==> src/rtl/prefetch_ctrl.sv <==
// prefetch_ctrl: fetch-side producer for the realign buffer.
// Issues word-aligned reads on the instruction port (req/gnt/rvalid), stages the
// in-order responses in a small skid FIFO and writes them into the realign buffer
// one word per cycle. A branch clears the buffer, sets its halfword read offset and
// drops every response still in flight for the old stream.
// Ports:
//   clk, rst_n                                clock, asynchronous active-low reset
//   branch_i, branch_addr_i                   redirect strobe and halfword target
//   buf_full_i                                realign buffer cannot accept a word
//   buf_clear_o, buf_read_offset_o            realign buffer clear / start halfword
//   buf_write_en_o, buf_instr_o, buf_addr_o   realign buffer write port
//   instr_req_o, instr_addr_o, instr_gnt_i    memory request channel
//   instr_rvalid_i, instr_rdata_i             memory response channel (in order)
//   busy_o                                    some granted request still unanswered
module prefetch_ctrl #(
    parameter int unsigned MAX_OUTSTANDING = 2,
    parameter int unsigned FIFO_DEPTH      = 2,
    parameter logic [31:0] BOOT_ADDR       = 32'h0000_0000
) (
    input  logic        clk,
    input  logic        rst_n,
    input  logic        branch_i,
    input  logic [31:0] branch_addr_i,
    input  logic        buf_full_i,
    output logic        buf_clear_o,
    output logic        buf_read_offset_o,
    output logic        buf_write_en_o,
    output logic [31:0] buf_instr_o,
    output logic [31:0] buf_addr_o,
    output logic        instr_req_o,
    output logic [31:0] instr_addr_o,
    input  logic        instr_gnt_i,
    input  logic        instr_rvalid_i,
    input  logic [31:0] instr_rdata_i,
    output logic        busy_o
);

    localparam int unsigned OW        = 2;
    localparam int unsigned CW        = $clog2(FIFO_DEPTH + 1);
    localparam int unsigned PW        = (FIFO_DEPTH > 1) ? $clog2(FIFO_DEPTH) : 1;
    localparam logic [31:0] BOOT_WORD = BOOT_ADDR & 32'hFFFF_FFFC;

    typedef enum logic [1:0] {ST_BOOT, ST_ISSUE, ST_WAIT_GNT} state_t;

    typedef struct packed {
        logic [31:0] instr;
        logic [31:0] addr;
    } entry_t;

    state_t        state, state_next;
    logic [OW-1:0] outst, outst_next, discard;
    logic [CW-1:0] fifo_cnt;
    logic [PW-1:0] rd_ptr, wr_ptr;
    entry_t        fifo_mem [FIFO_DEPTH];
    logic [31:0]   fetch_addr, resp_addr, req_addr, target;
    logic          stale;
    logic          branch, credit, fire, drop, push, pop, late_drop;

    function automatic logic [PW-1:0] ptr_inc(input logic [PW-1:0] p);
        return (32'(p) == FIFO_DEPTH - 1) ? '0 : p + PW'(1);
    endfunction

    // A redirect is ignored during the single boot cycle
    assign branch = branch_i && (state != ST_BOOT);
    assign target = branch_addr_i & 32'hFFFF_FFFC;

    // Only issue when the response is guaranteed a FIFO slot
    assign credit = (32'(outst) < MAX_OUTSTANDING) &&
                    (32'(outst) + 32'(fifo_cnt) < FIFO_DEPTH);

    // Next-state and request/clear outputs
    always_comb begin
        state_next        = state;
        instr_req_o       = 1'b0;
        instr_addr_o      = fetch_addr;
        buf_clear_o       = 1'b0;
        buf_read_offset_o = 1'b0;
        case (state)
            ST_BOOT: begin
                // Gated so the clear is not shown while reset is held
                buf_clear_o       = rst_n;
                buf_read_offset_o = BOOT_ADDR[1] & rst_n;
                state_next        = ST_ISSUE;
            end
            ST_ISSUE: begin
                instr_req_o = credit;
                if (credit && !instr_gnt_i) state_next = ST_WAIT_GNT;
            end
            ST_WAIT_GNT: begin
                instr_req_o  = 1'b1;
                instr_addr_o = req_addr;
                if (instr_gnt_i) state_next = ST_ISSUE;
            end
            default: state_next = ST_BOOT;
        endcase
        if (branch) begin
            buf_clear_o       = 1'b1;
            buf_read_offset_o = branch_addr_i[1];
        end
    end

    assign fire       = instr_req_o && instr_gnt_i;
    assign outst_next = outst + OW'(fire) - OW'(instr_rvalid_i);
    assign drop       = instr_rvalid_i && (branch || (discard != '0));
    assign push       = instr_rvalid_i && !drop;
    // Held request that was overtaken by a branch: its response belongs to the old stream
    assign late_drop  = (state == ST_WAIT_GNT) && instr_gnt_i && stale;

    assign buf_write_en_o = (fifo_cnt != '0) && !buf_full_i && !branch;
    assign pop            = buf_write_en_o;
    assign buf_instr_o    = fifo_mem[rd_ptr].instr;
    assign buf_addr_o     = fifo_mem[rd_ptr].addr;
    assign busy_o         = (outst != '0);

    // State, counters and address pointers
    always_ff @(posedge clk or negedge rst_n) begin
        if (!rst_n) begin
            state      <= ST_BOOT;
            outst      <= '0;
            discard    <= '0;
            fifo_cnt   <= '0;
            rd_ptr     <= '0;
            wr_ptr     <= '0;
            fetch_addr <= BOOT_WORD;
            resp_addr  <= BOOT_WORD;
            req_addr   <= BOOT_WORD;
            stale      <= 1'b0;
        end else begin
            state <= state_next;
            outst <= outst_next;
            stale <= (state_next == ST_WAIT_GNT) &&
                     (branch || ((state == ST_WAIT_GNT) && stale));
            if ((state == ST_ISSUE) && instr_req_o && !instr_gnt_i) req_addr <= fetch_addr;
            if (branch) begin
                discard    <= outst_next;
                fetch_addr <= target;
                resp_addr  <= target;
                fifo_cnt   <= '0;
                rd_ptr     <= '0;
                wr_ptr     <= '0;
            end else begin
                discard <= discard - OW'(drop) + OW'(late_drop);
                if (fire && !((state == ST_WAIT_GNT) && stale)) fetch_addr <= fetch_addr + 32'd4;
                if (push) begin
                    resp_addr <= resp_addr + 32'd4;
                    wr_ptr    <= ptr_inc(wr_ptr);
                end
                if (pop) rd_ptr <= ptr_inc(rd_ptr);
                fifo_cnt <= fifo_cnt + CW'(push) - CW'(pop);
            end
        end
    end

    // Skid FIFO storage
    always_ff @(posedge clk) begin
        if (push) fifo_mem[wr_ptr] <= {instr_rdata_i, resp_addr};
    end

    // The credit rule must keep the FIFO from overflowing
    always_ff @(posedge clk) begin
        if (rst_n && push && !pop) assert (32'(fifo_cnt) < FIFO_DEPTH);
    end

endmodule

==> config.mk <==
export PLATFORM = sky130hd
export DESIGN_NAME = prefetch_ctrl
export DESIGN_NICKNAME = d
export VERILOG_FILES = /design/src/rtl/prefetch_ctrl.sv
export SDC_FILE = /design/constraint.sdc
export NUM_CORES = 1
export LEC_CHECK = 0
export ABC_AREA = 1
export CORE_MARGIN = 2
export CORE_UTILIZATION = 49
export DETAILED_ROUTE_END_ITERATION = 7
export PLACE_DENSITY = 0.72
export SLEW_MARGIN = 25
export SYNTH_ARGS = -nofsm -noshare
export SYNTH_HDL_FRONTEND = slang
export SYNTH_SLANG_ARGS = --single-unit
==> constraint.sdc <==
create_clock -name clk -period 3.9 [get_ports clk]
set_input_delay 0.39 -clock clk [delete_from_list [all_inputs] [get_ports clk]]
set_output_delay 0.39 -clock clk [all_outputs]
set_load 0.005 [all_outputs]
==> results.txt, run 1 <==
----------------------------------------------------
[Outcome]
  Outcome ... finished, final reports clean

[Routing]
  Count of TritonRoute iterations in the first routing pass ... 5
  Antenna viol nets, final ... 0
  Via total after detailed routing ... just over 9000
  Drt total wl ... approximately 27000 µm
  Vias per cell ... slightly above 5
  Number of DRC violations after detailed routing ... 0
  Number of violations reported at the end of detailed-routing iteration 0 ... ~620
  Drt wl/cell ... 15.1 µm

[Synthesis]
  Post-synth EDFFs ... ~120
  Fraction of registers with async set or reset after synthesis ... 0.449
  Number of distinct library cell variants in the gate-level netlist after synthesis ... 43
  Number of warning messages in the yosys log ... 0
  Post-synthesis sequential element count ... about 230
  Synth Cell Area ... approximately 11000 µm²
  Number of instances in the synthesized netlist ... 1313
  Avg Synthesized Cell Area ... between 8 and 9 µm²
  Most common flop cell mapped by yosys ... edfxtp_1
  Proportion of synthesized chip area in sequential cells ... 0.561

[Power]
  Pwr/cell area ... 734 nW/µm²
  Worst VDD drop ... about 0.47 mV
  Static leakage ... approximately 5.9 nW

[Floorplan]
  Initial Utilization ... 0.496
  Die X ... roughly 150 µm
  Area of the die ... 24000 µm²
  Height of the die ... 155 µm
  Number of rows in the core area ... 55
  Number of placed I/O pins ... 171
  Core area ... approximately 23000 µm²

[Timing]
  Final critical path time including I/O delays and setup ... 2.99 ns
  Worst clock skew ... between 0.008 and 0.009 ns
  Slew Viols, Final ... 0
  Maximum achievable frequency ... 334 MHz
  Setup repair after global routing missed its margin ... no
  Worst slew pin tran ... between 1 and 1.5 ns
  Number of hold violations in the final report ... 0
  Post-Route Setup TNS ... 0 ns
  Period utilisation layout ... 0.768
  Final setup vio count ... 0
  Relative slew slack ... 0.301

[Global routing]
  Total track usage ... 0.224
  Remaining Overflow, GRT ... 0
  Antenna violations before repair ... 0
  Wire length of the first global-routing pass ... 43400 µm
  Maximum number of pins on one net before global-route repair ... between 60 and 70
  Number of global-route vias before repair ... roughly 8600

[Placed design]
  Half-perimeter wire length after placement ... 18600 µm
  Cell area after placement ... between 10000 and 15000 µm²
  Routability-driven placement congestion ratio ... between 0.9 and 1
  Number of buffers inserted by port buffering ... ~170

[CTS]
  Buffer levels on the longest clock path ... 3
  Resized cells post-CTS ... 0
  Clock tree from TritonCTS ... built
  Insertion delay of the later-clocked pin in the worst-skew pair ... between 0.5 and 0.6 ns
  Number of sinks driven by the clock tree ... approximately 230
  Number of levels the H-tree was split into ... 1
  Hold_buf cts ... 1
  Cell at the root of the clock tree ... clkbuf_16
  Number of setup buffers added after CTS ... 0
  Reg clk slew, reported paths ... roughly 0.060 ns
  Num CTS Buffers ... 26

[Worst setup path]
  Arrival @ worst endpoint ... 2.60 ns
  R2R Path Start ... outst[0]
  Data required time at the worst endpoint ... between 3 and 4 ns
  Category of the critical setup timing path ... register to output pin
  Number of buffers and inverters on the critical path ... 2
  Family of cells with the greatest summed delay on the critical path ... buffers and inverters
  Worst path slowest cell ... clkdlybuf4s50_1
  Worst Path Max Fanout ... 4
  Logic depth of the worst register-to-register path ... 14
  Largest stage delay, worst path ... ~0.55 ns
  Startpoint class of the critical path ... register
  Cell Chain, Critical Path ... nand2_1, inv_1, fa_1, nor2_1, nand3_1, a21boi_2, clkdlybuf4s50_1
  Type of element capturing the critical path ... output pin
  Cell count along the critical path ... 7
  Worst setup startpoint ... outst[0]
  Worst flop-to-flop path endpoint ... discard[1]
  Reg2Reg Setup Slack ... roughly 1.2 ns

[Flow run]
  Number of max-cap violations ... 0

[Cells and area]
  Finished layout cell area ... between 10000 and 15000 µm²
  Antenna cells ... 0
  Number of nets in the final layout ... approximately 1600
  Area delta synth->final ... 24.7%
  Fraction of layout cells with a size suffix above 1 ... 0.0771
  Number of fill cells in the layout ... around 1900

[Worst hold path]
  Class of the tightest hold or removal check ... primary input to async pin

----------------------------------------------------
==> sequential cells by signal (all words and copies together), names as in the netlist, 2 cells and up <==
signal / count
fifo_cnt: 2
fetch_addr: 30
req_addr: 30
fifo_mem: 124
discard: 2
state: 2
outst: 2
resp_addr: 30
==> per-stage QoR <==
step | std cells | hold slack, ns | total power [W] | util | setup WS, ns
2_1_floorplan | 1316 | 0.0944 | 0.00611 | - | 0.768
3_3_place_gp | 1728 | 0.285 | 0.00780 | 0.581 | 1.14
3_5_place_dp | 1728 | 0.286 | 0.00792 | 0.581 | 1.17
4_1_cts | 1776 | 0.263 | 0.0103 | 0.618 | 0.902
5_1_grt | 1776 | 0.278 | 0.0110 | 0.618 | 0.789
6_report | 1776 | 0.276 | 0.0102 | 0.618 | 0.906
==> cell usage after synthesis (2+ instances only) <==
library cell,number,area (µm²)
nand2_1,502,1880
edfxtp_1,124,3720
nor2_1,119,447
dfrtp_1,101,2530
inv_1,90,338
o21ai_0,71,355
nand3_1,61,305
a21oi_1,46,230
o21ai_1,30,150
clkbuf_1,20,75.1
buf_2,19,95.1
nor2_2,14,87.6
ha_1,12,150
nor2_4,12,135
nand2_2,11,68.8
inv_2,10,37.5
xor2_1,8,70.1
buf_1,7,26.3
nand3b_1,7,52.6
nand4_1,7,43.8
buf_4,6,45.0
o211ai_1,6,45.0
a21oi_2,3,26.3
a31oi_1,3,18.8
nor3_1,3,15.0
xnor2_1,3,26.3
nand2_4,2,22.5
==> worst max-delay path by stage <==
stage / to / slack [ns]
2_1_floorplan: fifo_mem[0][10] / 0.77
3_3_place_gp: fifo_mem[1][39] / 1.14
3_5_place_dp: fifo_mem[1][39] / 1.17
4_1_cts: instr_req_o / 0.90
5_1_grt: instr_addr_o[30] / 0.79
6_report: instr_req_o / 0.91
==> where the power goes <==
group	internal, W	leakage (nW)	switching (W)
combinational	0.00175	3.13	0.00228
clock	0.00138	0.400	0.000945
sequential	0.00326	2.38	0.000584
total	0.00640	5.90	0.00381
==> placed cells by master, fill, tap and decap left out, types with 30 or more instances in the layout <==
master / instances
a21oi_1: 46
clkdlybuf4s50_1: 164
dfrtp_1: 100
edfxtp_1: 124
inv_1: 90
nand2_1: 502
nand3_1: 61
nor2_1: 117
o21ai_0: 71
o21ai_1: 30
==> routing by layer <==
metal | track usage | share of wire | vias to the layer above
met5 | 0 | 0 | -
met4 | 0.0692 | 0.029 | 0
met3 | 0.0351 | 0.058 | 56
met2 | 0.356 | 0.45 | 287
met1 | 0.319 | 0.46 | 4146
li1 | - | - | 4560
==> kinds of logic after synthesis <==
kind of cell,synth area share
fa+ha+maj,0.0153
xor+xnor,0.00864
flops,0.561
other cells,0.000336
compound gates,0.0806
simple gates,0.279
buf+inv,0.0553
==> layout make-up <==
cell class	count	area, µm²	share of cell area
clock buffers	33	687	0.0494
multi-input cells	939	4310	0.310
well taps	285	357	0.0256
flip-flops and latches	225	6250	0.450
inverters	100	375	0.0270
repair buffers	180	1790	0.129
clock inverters	14	133	0.00954
(Power assumes the default switching activity.)
==> run 2, diff against run 1 <==
- CORE_UTILIZATION: 49 -> 55
- PLACE_DENSITY: 0.72 -> 0.77
- clock period: 3.9 -> 2.8 ns (I/O delays scaled with it)
==> results.txt, run 2 (synthesis gave the netlist of run 1 again) <==
----------------------------------------------------
[Worst setup path]
  Timing endpoint of the critical path ... discard[1] (was instr_req_o)
  Reg2Reg Setup Slack ... 0.17 ns (was 1.21 ns)
  Startpoint class of the critical path ... register (unchanged)
  Worst Path Max Fanout ... 3 (was 4)
  Logic depth of the worst register-to-register path ... 15 (was 14)
  Worst setup startpoint ... outst[0] (unchanged)
  Worst flop-to-flop path endpoint ... discard[1] (unchanged)
  Data required time at the worst endpoint ... 3.19 ns (was 3.51 ns)
  R2R Path Start ... outst[0] (unchanged)
  Type of element capturing the critical path ... register (was output pin)
  Arrival @ worst endpoint ... 3.02 ns (was 2.60 ns)
  Category of the critical setup timing path ... register to register (was register to output pin)

[Cells and area]
  Fraction of layout cells with a size suffix above 1 ... 0.0817 (was 0.0771)
  Number of fill cells in the layout ... 1586 (was 1938)
  Top register by number of flip-flops ... fifo_mem (unchanged)
  Number of flip-flops in the largest register ... 124 (unchanged)
  Non-filler instance count after layout ... 1763 (was 1776)
  Most frequent cells in the layout ... 502 x nand2_1, 163 x clkdlybuf4s50_1, 124 x edfxtp_1, 116 x nor2_1, 100 x dfrtp_1 (was 502 x nand2_1, 164 x clkdlybuf4s50_1, 124 x edfxtp_1, 117 x nor2_1, 100 x dfrtp_1)
  Multi-input gate area in the final layout ... 4320 µm² (was 4310 µm²)
  Commonest non-fill, non-tap cell in the layout ... nand2_1 (unchanged)
  Area delta synth->final ... 24.9% (was 24.7%)
  Antenna cells ... 0 (unchanged)
  Number of nets in the final layout ... 1558 (was 1555)
  FF+latch area ... 6250 µm² (unchanged)

[Timing]
  Worst slew pin tran ... 0.675 ns (was 1.05 ns)
  Worst clock skew ... 0.00842 ns (was 0.00885 ns)
  Final setup vio count ... 0 (unchanged)
  Period utilisation layout ... 0.938
  Setup repair after global routing missed its margin ... yes (was no)
  Number of hold violations in the final report ... 0 (unchanged)
  Slew Viols, Final ... 0 (unchanged)
  Maximum achievable frequency ... around 380 MHz
  Final critical path time including I/O delays and setup ... ~2.6 ns
  Post-route worst hold slack ... 0.341 ns (was 0.276 ns)
  Relative slew slack ... 0.550 (was 0.301)

[Placed design]
  Routability-driven placement congestion ratio ... 0.929 (was 0.907)
  Placed Cells ... 1717 (was 1728)
  Half-perimeter wire length after placement ... 18000 µm (was 18600 µm)
  Number of buffers inserted by port buffering ... 165 (unchanged)

[Floorplan]
  Core area ... 20000 µm² (was 22500 µm²)
  Die X ... 146 µm (was 155 µm)
  Height of the die ... 146 µm (was 155 µm)
  Area of the die ... 21400 µm² (was 24000 µm²)
  Number of placed I/O pins ... 171 (unchanged)
  Initial Utilization ... 0.556 (was 0.496)
  Number of rows in the core area ... 52 (was 55)

[Global routing]
  Number of global-route vias before repair ... 8411 (was 8566)
  Remaining Overflow, GRT ... 0 (unchanged)
  Total track usage ... 0.245 (was 0.224)
  Maximum number of pins on one net before global-route repair ... 102 (was 63)
  Wire length of the first global-routing pass ... 42600 µm (was 43400 µm)
  Antenna violations before repair ... 0 (unchanged)

[CTS]
  Num CTS Buffers ... 24 (was 26)
  Number of sinks driven by the clock tree ... 225 (unchanged)
  Clock tree from TritonCTS ... built (unchanged)
  Cell at the root of the clock tree ... clkbuf_16 (unchanged)
  Buffer levels on the longest clock path ... 3 (unchanged)
  Reg clk slew, reported paths ... 0.06 ns (about the same)
  Insertion delay of the later-clocked pin in the worst-skew pair ... 0.52 ns (was 0.53 ns)
  Number of levels the H-tree was split into ... 1 (unchanged)

[Routing]
  Antenna viol nets, final ... 0 (unchanged)
  Number of violations reported at the end of detailed-routing iteration 0 ... 650 (was 623)
  Drt total wl ... 26200 µm (was 26800 µm)
  Drt wl/cell ... 14.8 µm (was 15.1 µm)
  Number of DRC violations after detailed routing ... 0 (unchanged)
  Vias per cell ... 5.15 (was 5.10)
  Count of TritonRoute iterations in the first routing pass ... 7 (was 5)
  Via total after detailed routing ... 9087 (was 9049)

[Flow run]
  Number of max-cap violations ... 0 (unchanged)

[Power]
  Worst VDD drop ... 0.713 mV (was 0.475 mV)
  Pwr/cell area ... 1020 nW/µm² (was 734 nW/µm²)
  Static leakage ... 5.95 nW (was 5.90 nW)
  Total power of the final layout ... 0.0142 W (was 0.0102 W)

[Worst hold path]
  Class of the tightest hold or removal check ... primary input to register (was primary input to async pin)

[Outcome]
  Outcome ... finished, final reports clean (unchanged)

----------------------------------------------------
[run 2: critical path: stages (launching register included)]
cell,delay (ns)
dfrtp_1,0.41
nand2_1,0.08
inv_1,0.04
fa_1,0.45
nor2_2,0.12
nand3_1,0.12
a21boi_2,0.16
buf_4,0.13
nand2_1,0.05
ha_1,0.28
inv_1,0.04
ha_1,0.20
xnor2_2,0.14
xnor2_1,0.14
nand2_1,0.06
o21ai_0,0.07
[run 2: final cells by class]
cell class,instances,share of cell area
Sequential cell,225,0.449
Multi-Input combinational cell,939,0.310
Timing Repair Buffer,185,0.133
Clock buffer,28,0.0449
Inverter,100,0.0269
Tap cell,270,0.0242
Clock inverter,16,0.0118
[run 2: how the worst min path moves through the flow]
stage	slack [ns]	start	end	cells past startpoint
after floorplan	-0.02	rst_n	discard[0]	0
after global placement	0.47	rst_n	fetch_addr[27]	2
after detailed placement	0.48	rst_n	req_addr[27]	2
after CTS	0.33	instr_rdata_i[19]	fifo_mem[1][51]	1
after global routing	0.33	instr_rdata_i[16]	fifo_mem[0][48]	1
final	0.34	instr_rdata_i[16]	fifo_mem[0][48]	1
[run 2: through the flow]
step | TNS (ns) | setup slack, ns | cell area (µm²) | utilization
after floorplan | -40.52 | -0.332 | 11200 | -
after global placement | 0 | 0.288 | 13100 | 0.654
after detailed placement | 0 | 0.144 | 13100 | 0.654
after CTS | 0 | 0.0185 | 13900 | 0.695
after global routing | -0.0201 | -0.0201 | 13900 | 0.695
final | 0 | 0.173 | 13900 | 0.695
[run 2: where the power goes]
group	leakage, nW	internal, W	total [W]	switching (W)
sequential	2.38	0.00455	0.00535	0.000808
clock	0.390	0.00188	0.00315	0.00127
combinational	3.18	0.00253	0.00572	0.00319
total	5.95	0.00895	0.0142	0.00527
[run 2: layer usage]
layer | part of all wire | GRT usage | vias up
li1 | - | - | 4571
met1 | 0.45 | 0.347 | 4164
met2 | 0.46 | 0.397 | 299
met3 | 0.065 | 0.0375 | 53
met4 | 0.027 | 0.0704 | 0
met5 | 0 | 0 | -
[run 2: repair_timing]
action,CTS,global route
hold buffers,1,0
resized for setup,0,3
pin swaps,1,2
endpoints found under the hold margin,101,0
setup buffers,1,0
setup endpoints to repair,1,2
==> run 3, diff against run 2 <==
- CTS_CLUSTER_SIZE: not set -> 40
==> results of run 3 <==
The final DEF is identical to that of run 2; final timing and power are the same.
